## src/rtl/spi_tx_pkg.sv

```systemverilog
// Shared types and defaults for the SPI frame transmitter.
// Optional receive capture is enabled with the SPI_TX_RXCAP_EN macro (see spi_frame_tx).
`timescale 1ns/1ps
package spi_tx_pkg;

  localparam int FRAME_BITS_DEF = 16;
  localparam int CLK_DIV_DEF    = 4;

  // Frame sequencer states: SETUP presents the MSB, HIGH/LOW form the sclk
  // half-periods, HOLD keeps cs low for one half-period after the last bit.
  typedef enum logic [2:0] {
    IDLE  = 3'd0,
    SETUP = 3'd1,
    HIGH  = 3'd2,
    LOW   = 3'd3,
    HOLD  = 3'd4
  } state_t;

endpackage

```

## src/rtl/spi_tick_gen.sv

```systemverilog
// Half-period tick generator: pulses tick on the last cycle of every CLK_DIV-cycle
// window. restart holds the counter at 0 so a fresh window begins on release.
`timescale 1ns/1ps
module spi_tick_gen
  import spi_tx_pkg::*;
#(
  parameter int CLK_DIV = CLK_DIV_DEF
) (
  input  logic clk,
  input  logic reset,
  input  logic restart,
  output logic tick
);

  localparam int CW = (CLK_DIV > 1) ? $clog2(CLK_DIV) : 1;
  localparam logic [CW-1:0] LAST = CW'(CLK_DIV - 1);

  logic [CW-1:0] cnt;

  // Count 0..CLK_DIV-1 and wrap; restart forces the window back to its start.
  always_ff @(posedge clk or negedge reset) begin
    if (!reset) begin
      cnt <= '0;
    end else if (restart || cnt == LAST) begin
      cnt <= '0;
    end else begin
      cnt <= cnt + 1'b1;
    end
  end

  assign tick = !restart && (cnt == LAST);

endmodule

```

## src/rtl/spi_frame_tx.sv

```systemverilog
// SPI mode-0 frame transmitter (MSB first, cs active low, sclk idle low).
// Handshake: start is sampled only in IDLE when done is low; acceptance raises
// busy, which stays high until the cycle done pulses; start is ignored otherwise.
// Every state lasts CLK_DIV cycles, so a frame takes (2*FRAME_BITS+1)*CLK_DIV
// cycles from the accept edge to done. Every state change other than IDLE->SETUP
// happens on a tick, so the tick counter wraps exactly at each state entry.
// Define SPI_TX_RXCAP_EN to capture sdi on each rising sclk into rx_data;
// otherwise rx_data is tied to 0 and sdi is unused.
`timescale 1ns/1ps
module spi_frame_tx
  import spi_tx_pkg::*;
#(
  parameter int CLK_DIV    = CLK_DIV_DEF,
  parameter int FRAME_BITS = FRAME_BITS_DEF
) (
  input  logic                  clk,
  input  logic                  reset,
  input  logic                  start,
  input  logic [FRAME_BITS-1:0] tx_data,
  input  logic                  sdi,
  output logic                  sclk,
  output logic                  cs,
  output logic                  sdo,
  output logic                  busy,
  output logic                  done,
  output logic [FRAME_BITS-1:0] rx_data,
  output state_t                fsm_state
);

  localparam int BW = (FRAME_BITS > 1) ? $clog2(FRAME_BITS) : 1;

  state_t                state;
  logic [FRAME_BITS-1:0] shreg;
  logic [FRAME_BITS-1:0] shreg_next;
  logic [BW-1:0]         bit_cnt;
  logic                  tick;
  logic                  sclk_rise;

  assign shreg_next = shreg << 1;
  assign sclk_rise  = tick && (state == SETUP || state == LOW);
  assign fsm_state  = state;

  spi_tick_gen #(.CLK_DIV(CLK_DIV)) u_tick (
    .clk     (clk),
    .reset   (reset),
    .restart (state == IDLE),
    .tick    (tick)
  );

  // Frame sequencer with registered SPI pins, busy and done.
  always_ff @(posedge clk or negedge reset) begin
    if (!reset) begin
      state   <= IDLE;
      cs      <= 1'b1;
      sclk    <= 1'b0;
      sdo     <= 1'b0;
      busy    <= 1'b0;
      done    <= 1'b0;
      shreg   <= '0;
      bit_cnt <= '0;
    end else begin
      done <= 1'b0;
      case (state)
        IDLE: begin
          if (start && !done) begin
            shreg   <= tx_data;
            bit_cnt <= BW'(FRAME_BITS - 1);
            sdo     <= tx_data[FRAME_BITS-1];
            cs      <= 1'b0;
            busy    <= 1'b1;
            state   <= SETUP;
          end
        end
        SETUP: begin
          if (tick) begin
            sclk  <= 1'b1;
            state <= HIGH;
          end
        end
        HIGH: begin
          if (tick) begin
            sclk <= 1'b0;
            if (bit_cnt == '0) begin
              state <= HOLD;
            end else begin
              shreg   <= shreg_next;
              sdo     <= shreg_next[FRAME_BITS-1];
              bit_cnt <= bit_cnt - 1'b1;
              state   <= LOW;
            end
          end
        end
        LOW: begin
          if (tick) begin
            sclk  <= 1'b1;
            state <= HIGH;
          end
        end
        HOLD: begin
          if (tick) begin
            cs    <= 1'b1;
            done  <= 1'b1;
            busy  <= 1'b0;
            sdo   <= 1'b0;
            state <= IDLE;
          end
        end
        default: state <= IDLE;
      endcase
    end
  end

`ifdef SPI_TX_RXCAP_EN
  logic [FRAME_BITS-1:0] rx_shift;
  logic [FRAME_BITS-1:0] rx_q;

  // Shift sdi in on every rising sclk; publish the word as done is raised.
  always_ff @(posedge clk or negedge reset) begin
    if (!reset) begin
      rx_shift <= '0;
      rx_q     <= '0;
    end else begin
      if (sclk_rise) rx_shift <= FRAME_BITS'({rx_shift, sdi});
      if (state == HOLD && tick) rx_q <= rx_shift;
    end
  end

  assign rx_data = rx_q;
`else
  logic sdi_unused;
  logic rise_unused;

  assign sdi_unused  = sdi;
  assign rise_unused = sclk_rise;
  assign rx_data     = '0;
`endif

endmodule

```

## config.mk

```make
export PLATFORM = sky130hd
export DESIGN_NAME = spi_frame_tx
export DESIGN_NICKNAME = d
export VERILOG_FILES = /design/src/rtl/spi_tx_pkg.sv /design/src/rtl/spi_tick_gen.sv /design/src/rtl/spi_frame_tx.sv
export SDC_FILE = /design/constraint.sdc
export NUM_CORES = 1
export LEC_CHECK = 0
export CAP_MARGIN = 20
export CORE_UTILIZATION = 43
export CTS_BUF_LIST = sky130_fd_sc_hd__clkbuf_16
export CTS_CLUSTER_SIZE = 40
export DETAILED_ROUTE_END_ITERATION = 6
export HOLD_SLACK_MARGIN = 0.05
export PLACE_DENSITY = 0.73
export SETUP_SLACK_MARGIN = 0.05
export SLEW_MARGIN = 20
export SYNTH_ARGS = -nofsm -noshare
export SYNTH_HDL_FRONTEND = slang
export SYNTH_SLANG_ARGS = --single-unit
```

## constraint.sdc

```tcl
create_clock -name clk -period 1.6 [get_ports clk]
set_input_delay 0.48 -clock clk [delete_from_list [all_inputs] [get_ports clk]]
set_output_delay 0.48 -clock clk [all_outputs]
set_load 0.03 [all_outputs]
```

# Yosys cells after proc, flatten, opt, wreduce, memory -nomap -nowiden
# Index checks and enable logic that the tools add are counted.
[classes]
addsub = 2
n_eq_ne = 10
muxes = 28
n_reduce_logical = 17
[ops]
columns = ["cell", "count"]
rows = [
  ["$mux W15", 3],
  ["$pmux W15 S2", 1],
  ["$mux W3", 5],
  ["$mux W4", 3],
  ["$pmux W3 S4", 1],
  ["$mux W1", 9],
  ["$ne A2 B2 Y1 const B", 4],
  ["$pmux W4 S2", 1],
  ["$reduce_and A4 Y1", 2],
  ["$eq A3 B2 Y1 const B", 2],
  ["$pmux W1 S2", 3],
  ["$reduce_and A3 Y1", 2],
  ["$reduce_bool A2 Y1", 3],
  ["$reduce_and A5 Y1", 1],
  ["$logic_not A4 Y1", 1],
  ["$sub A4 B1 Y4 const B", 1],
  ["$eq A3 B1 Y1 const B", 1],
  ["$eq A3 B3 Y1 const B", 1],
  ["$logic_not A3 Y1", 1],
  ["$pmux W1 S3", 1],
  ["$reduce_bool A3 Y1", 1],
  ["$add A2 B1 Y2 const B", 1],
  ["$eq A2 B2 Y1 const B", 1],
  ["$logic_and A1 B1 Y1", 2],
  ["other kinds (5)", 6],
]
[word_totals]
regBits = 29
inputBits = 20
output_inout_bits = 24

# Logic depth before layout (Yosys ltp)
# Gate-level depths: netlist of the first run.
[depth]
ltp_word = 5
depth_mapped = 8
mapped_depth_nobuf = 6

# By module
# A second synthesis of the first run with hierarchy kept.
[hier_totals]
cells_unflattened = 162
area_unflattened_um2 = 1615.3
[by_module_without_submodules]
columns = ["module", "instances", "cells_per_inst", "area_each_um2", "seq_area_each_um2"]
rows = [
  ["spi_frame_tx", 1, 156, 1521.5, 676.9],
  ["spi_tick_gen", 1, 6, 93.8, 50.0],
]

# Least setup slack after synthesis of the first run
# OpenSTA, ideal clock, no wires.
[synth_path]
kind = "flip-flop to flip-flop"
startpoint = "register state[1] (netlist: fsm_state[1])"
endpoint = "register shreg[6]"
setup_ns = 0.082
arrival_time_ns = 1.623
required_time_ns = 1.518
slack_ns = -0.105
stages_incl_launch_ff = 9
path_buffers = 4
path_cell_list = "dfrtp_1 -> buf_4 -> nor3_2 -> and3b_1 -> clkbuf_1 -> or2_1 -> buf_6 -> buf_6 -> a31oi_1"
[synth_via]
elab_chain_cells = 5
[synth_lines]
columns = ["element", "line", "source"]
rows = [
  ["start, declared", "spi_frame_tx.sv:32", "state_t state;"],
  ["start signal, assigned", "spi_frame_tx.sv:53", "state <= IDLE;"],
  ["start signal, assigned", "spi_frame_tx.sv:71", "state <= SETUP;"],
  ["start signal, assigned", "spi_frame_tx.sv:77", "state <= HIGH;"],
  ["$logic_not A3 Y1", "spi_frame_tx.sv:46, spi_frame_tx.sv:63", ""],
  ["$logic_not A1 Y1", "spi_tick_gen.sv:31", "assign tick = !restart && (cnt == LAST);"],
  ["$logic_and A1 B1 Y1", "spi_tick_gen.sv:31", ""],
  ["$ne A2 B2 Y1 (no line)", "n/a", ""],
  ["$reduce_and A4 Y1 (no line)", "n/a", ""],
  ["end signal, assigned", "spi_frame_tx.sv:66", "shreg <= tx_data;"],
  ["end signal, assigned", "spi_frame_tx.sv:86", "shreg <= shreg_next;"],
  ["end, declared", "spi_frame_tx.sv:33", "logic [FRAME_BITS-1:0] shreg;"],
]
# Parallel ways exist; a longest one is shown, timed or not.
# A chain may end at the register's enable or synchronous reset.

# Worst setup path in the final report of the first run
[layout_path]
startpoint = "register bit_cnt[1]"
endpoint = "register bit_cnt[3]"
[layout_via]
elab_chain_cells = 4
[layout_lines]
columns = ["element", "line", "source"]
rows = [
  ["start, declared", "spi_frame_tx.sv:35", "logic [BW-1:0] bit_cnt;"],
  ["start signal, assigned", "spi_frame_tx.sv:67", "bit_cnt <= BW'(FRAME_BITS - 1);"],
  ["start signal, assigned", "spi_frame_tx.sv:88", "bit_cnt <= bit_cnt - 1'b1;"],
  ["$sub A4 B1 Y4", "spi_frame_tx.sv:88", ""],
  ["$mux W4", "spi_frame_tx.sv:83", "if (bit_cnt == '0) begin"],
  ["$mux W4", "spi_frame_tx.sv:81", "if (tick) begin"],
  ["$pmux W4 S2", "spi_frame_tx.sv:63", "case (state)"],
]
# Parallel ways exist; a longest one is shown, timed or not. The select of a mux whose other input is x is not followed.

==> results of run 1 <==
## final timing paths
| kind | startpoint | endpoint | depth (start not counted) |
|---|---|---|---|
| setup / recovery | bit_cnt[1]$_DFFE_PN0P_ | bit_cnt[3]$_DFFE_PN0P_ | 5 |
| hold / removal | u_tick.cnt[0]$_DFF_PN0_ | u_tick.cnt[0]$_DFF_PN0_ | 1 |
| setup reg to reg | bit_cnt[1]$_DFFE_PN0P_ | bit_cnt[3]$_DFFE_PN0P_ | 5 |
| hold reg to reg | u_tick.cnt[0]$_DFF_PN0_ | u_tick.cnt[0]$_DFF_PN0_ | 1 |
| max in group asynchronous | reset | cs$_DFFE_PN1P_ | 2 |
| min in group asynchronous | reset | shreg[7]$_DFFE_PN0P_ | 2 |
## report_power, final
group          total [mW]  leakage [nW]  switching (mW)  internal, mW
clock network       0.869        0.0748           0.307         0.562
registers            1.27         0.325           0.212          1.06
logic                1.85         0.590            1.00         0.848
## routing by layer
metal | routed length [µm] | part of all wire | GRT usage | vias to the layer above
li1 | - | - | - | 647
met1 | 1445 | 0.43 | 0.2259 | 637
met2 | 1707 | 0.51 | 0.3201 | 41
met3 | 179 | 0.053 | 0.05515 | 2
met4 | 14 | 0.0042 | 0.06977 | 0
met5 | 0 | 0 | 0 | -
## cells in the mapped netlist, types with 2 or more instances
cell type and instances:
nor3_1 19, nor2_1 6, nand3_1 2, a21oi_1 4, buf_4 17, buf_2 7, nor3b_2 2, a31oi_1 15
o21bai_1 3, clkbuf_1 3, or3_1 2, inv_1 7, buf_6 2, nor3_2 2, dfrtp_1 28, nand2_1 32
a22oi_1 2, ha_1 3, o21ai_0 4
## per-stage QoR
stage	cell area (µm²)	setup WS (ns)	hold slack, ns	cells
after floorplan	1650	0.01651	0.1844	188
after global placement	1897	-0.2829	0.4272	249
after detailed placement	1897	-0.2982	0.4406	249
after CTS	2100	0.02258	0.4509	263
after global routing	2117	-0.07303	0.4666	264
final	2117	-0.004949	0.4525	264
## cells by family (layout without fill, tap and decap cells)
family          after synthesis  after routing  share of synthesized area
simple gates                 71             71                     0.2266
mux                           1              1                   0.007205
buf+inv                      36             66                     0.1425
other cells                   1             16                   0.002400
fa+ha+maj                     3              3                    0.02402
flops                        29             29                     0.4652
compound gates               32             32                     0.1321
## worst register-to-register path, cell delays in order, from the launching register on
cell and delay, ns:
dfrtp_1 0.38, buf_4 0.14, buf_4 0.12, or3_1 0.42, o31ai_1 0.32, nand2_1 0.09
## final cells by class
class / instances / area [µm²] / share of cell area
Timing Repair Buffer: 51 / 447.9 / 0.2116
Tap cell: 46 / 57.56 / 0.02719
Inverter: 7 / 26.28 / 0.01241
Clock inverter: 3 / 13.76 / 0.006501
Clock buffer: 5 / 125.1 / 0.05910
Sequential cell: 29 / 730.7 / 0.3452
Multi-Input combinational cell: 123 / 715.7 / 0.3381
## state kept, by name, indices dropped and copies added, names as in the netlist
signal	cells
shreg	15
bit_cnt	4
fsm_state	3
done	1
cs	1
busy	1
u_tick.cnt	2
sclk	1
sdo	1
## timing repair
item | CTS | global route
endpoints found under the setup margin | 21 | 19
cloned | 0 | 0
hold buffers | 0 | 0
resized for setup | 15 | 1
buffers inserted | 6 | 1
pin swaps | 7 | 1
==> metrics.cfg, run 1 <==
[outcome]
outcome=finished, violations left
violations=negative setup slack

[floorplanning]
num_rows=21
core_area_um2=3416
dieHeight_um=62.29
fp.dieW_um=62.29
start_util=0.4575
dieArea_um2=3879
io_pins=44

[routing]
drtIter0Drc=62
wl_per_cell_um=12.67
drt_wl_total_mm=3.346
drc=0
vias_per_cell=5.027
vias=1327
dr.pass1.iters=4
postRouteAntennaNets=0

[setup_path]
crit_top_cell=buf_4
path_cells=buf_4 > buf_4 > or3_1 > o31ai_1 > nand2_1
crit_required_ns=1.74
critical_path.top_delay_family=simple AND/OR/NAND/NOR gates
ff2ff_setup_slack_ns=-0.005
crit_path_max_incr_delay_ns=0.42
critPathLaunchType=register
critPathCaptureType=register
timing.critical_path.buf_inv=2
path_class=register to register
crit_fanout=2
critPathSlowestCell=or3_1
crit_arrival_ns=1.75

[timing]
final.setup_skew_ns=0.004091
hold_viol=0
setup_viol=1
finalMaxSlewViolations=0
worst_slack_ns=-0.004949
fin_tns_setup_ns=-0.004949
rsz0062_at_grt=true
finalWorstPathRequiredPeriod_ns=1.605
fin_crit_sh=1.003
clock.fmax_ghz=0.6231

[yosys]
yosysTopAreaCell=dfrtp_1
synth-seq-cells=29
synthesis.area_um2=1563
synth_flop_cell=dfrtp_1
yosysSeqAreaShare=0.4652
ys_types=32
syn_avg_cell_area_um2=9.033
synth_edf_count=0
synth_top_area_share=0.4484
netlist_instances=173
netlist_top_cells_area=dfrtp_1 (45%), buf_4 (8.2%), nand2_1 (7.7%)
async_flop_share=1.000
ys_warn_count=0

[pwr]
cellLeakagePower_nw=0.9891
ir_drop_v=0.001010
total_power_mw=3.989
p_per_area_nw_per_um2=1884

[hold_path]
holdCritPathClass=register to register

[global_route]
antenna_found_initial=0
grt_first_pass_wirelength_mm=5.637
grt_usage=0.1886
grt_max_degree=30
grt-ovfl-total=0
grt_pass1_vias=1232

[clocking]
clockBufferDepth=2
htree_levels=2
cts.sink_count=29
clk_pin_slew_ns=0.05
cts_tree=done
cts_root_buffer=clkbuf_16
numCtsBuffers=5
clk_latency_ns=0.27

[cells_and_area]
drive_gt1_frac=0.2431
utilization=0.6198
fin_nets=240
final_common_cell=nand2_1
layout_common_cells=nand2_1 (32), buf_4 (27), dfrtp_1 (25)
syn2layout_area_growth_pct=35.47
insertedDiodeCount=0
fillers=286

[placement]
dp_hpwl_mm=2.251
port_buffers=26
place.gp.congestion=0.8262

[job]
cap_violations=0

Power figures use the tool's default switching activity.
==> inputs of run 2 (changes only) <==
CTS_CLUSTER_SIZE = default   (was 40)
==> results of run 2 <==
Same layout as run 1: the final DEF is identical, and so are final timing and power.
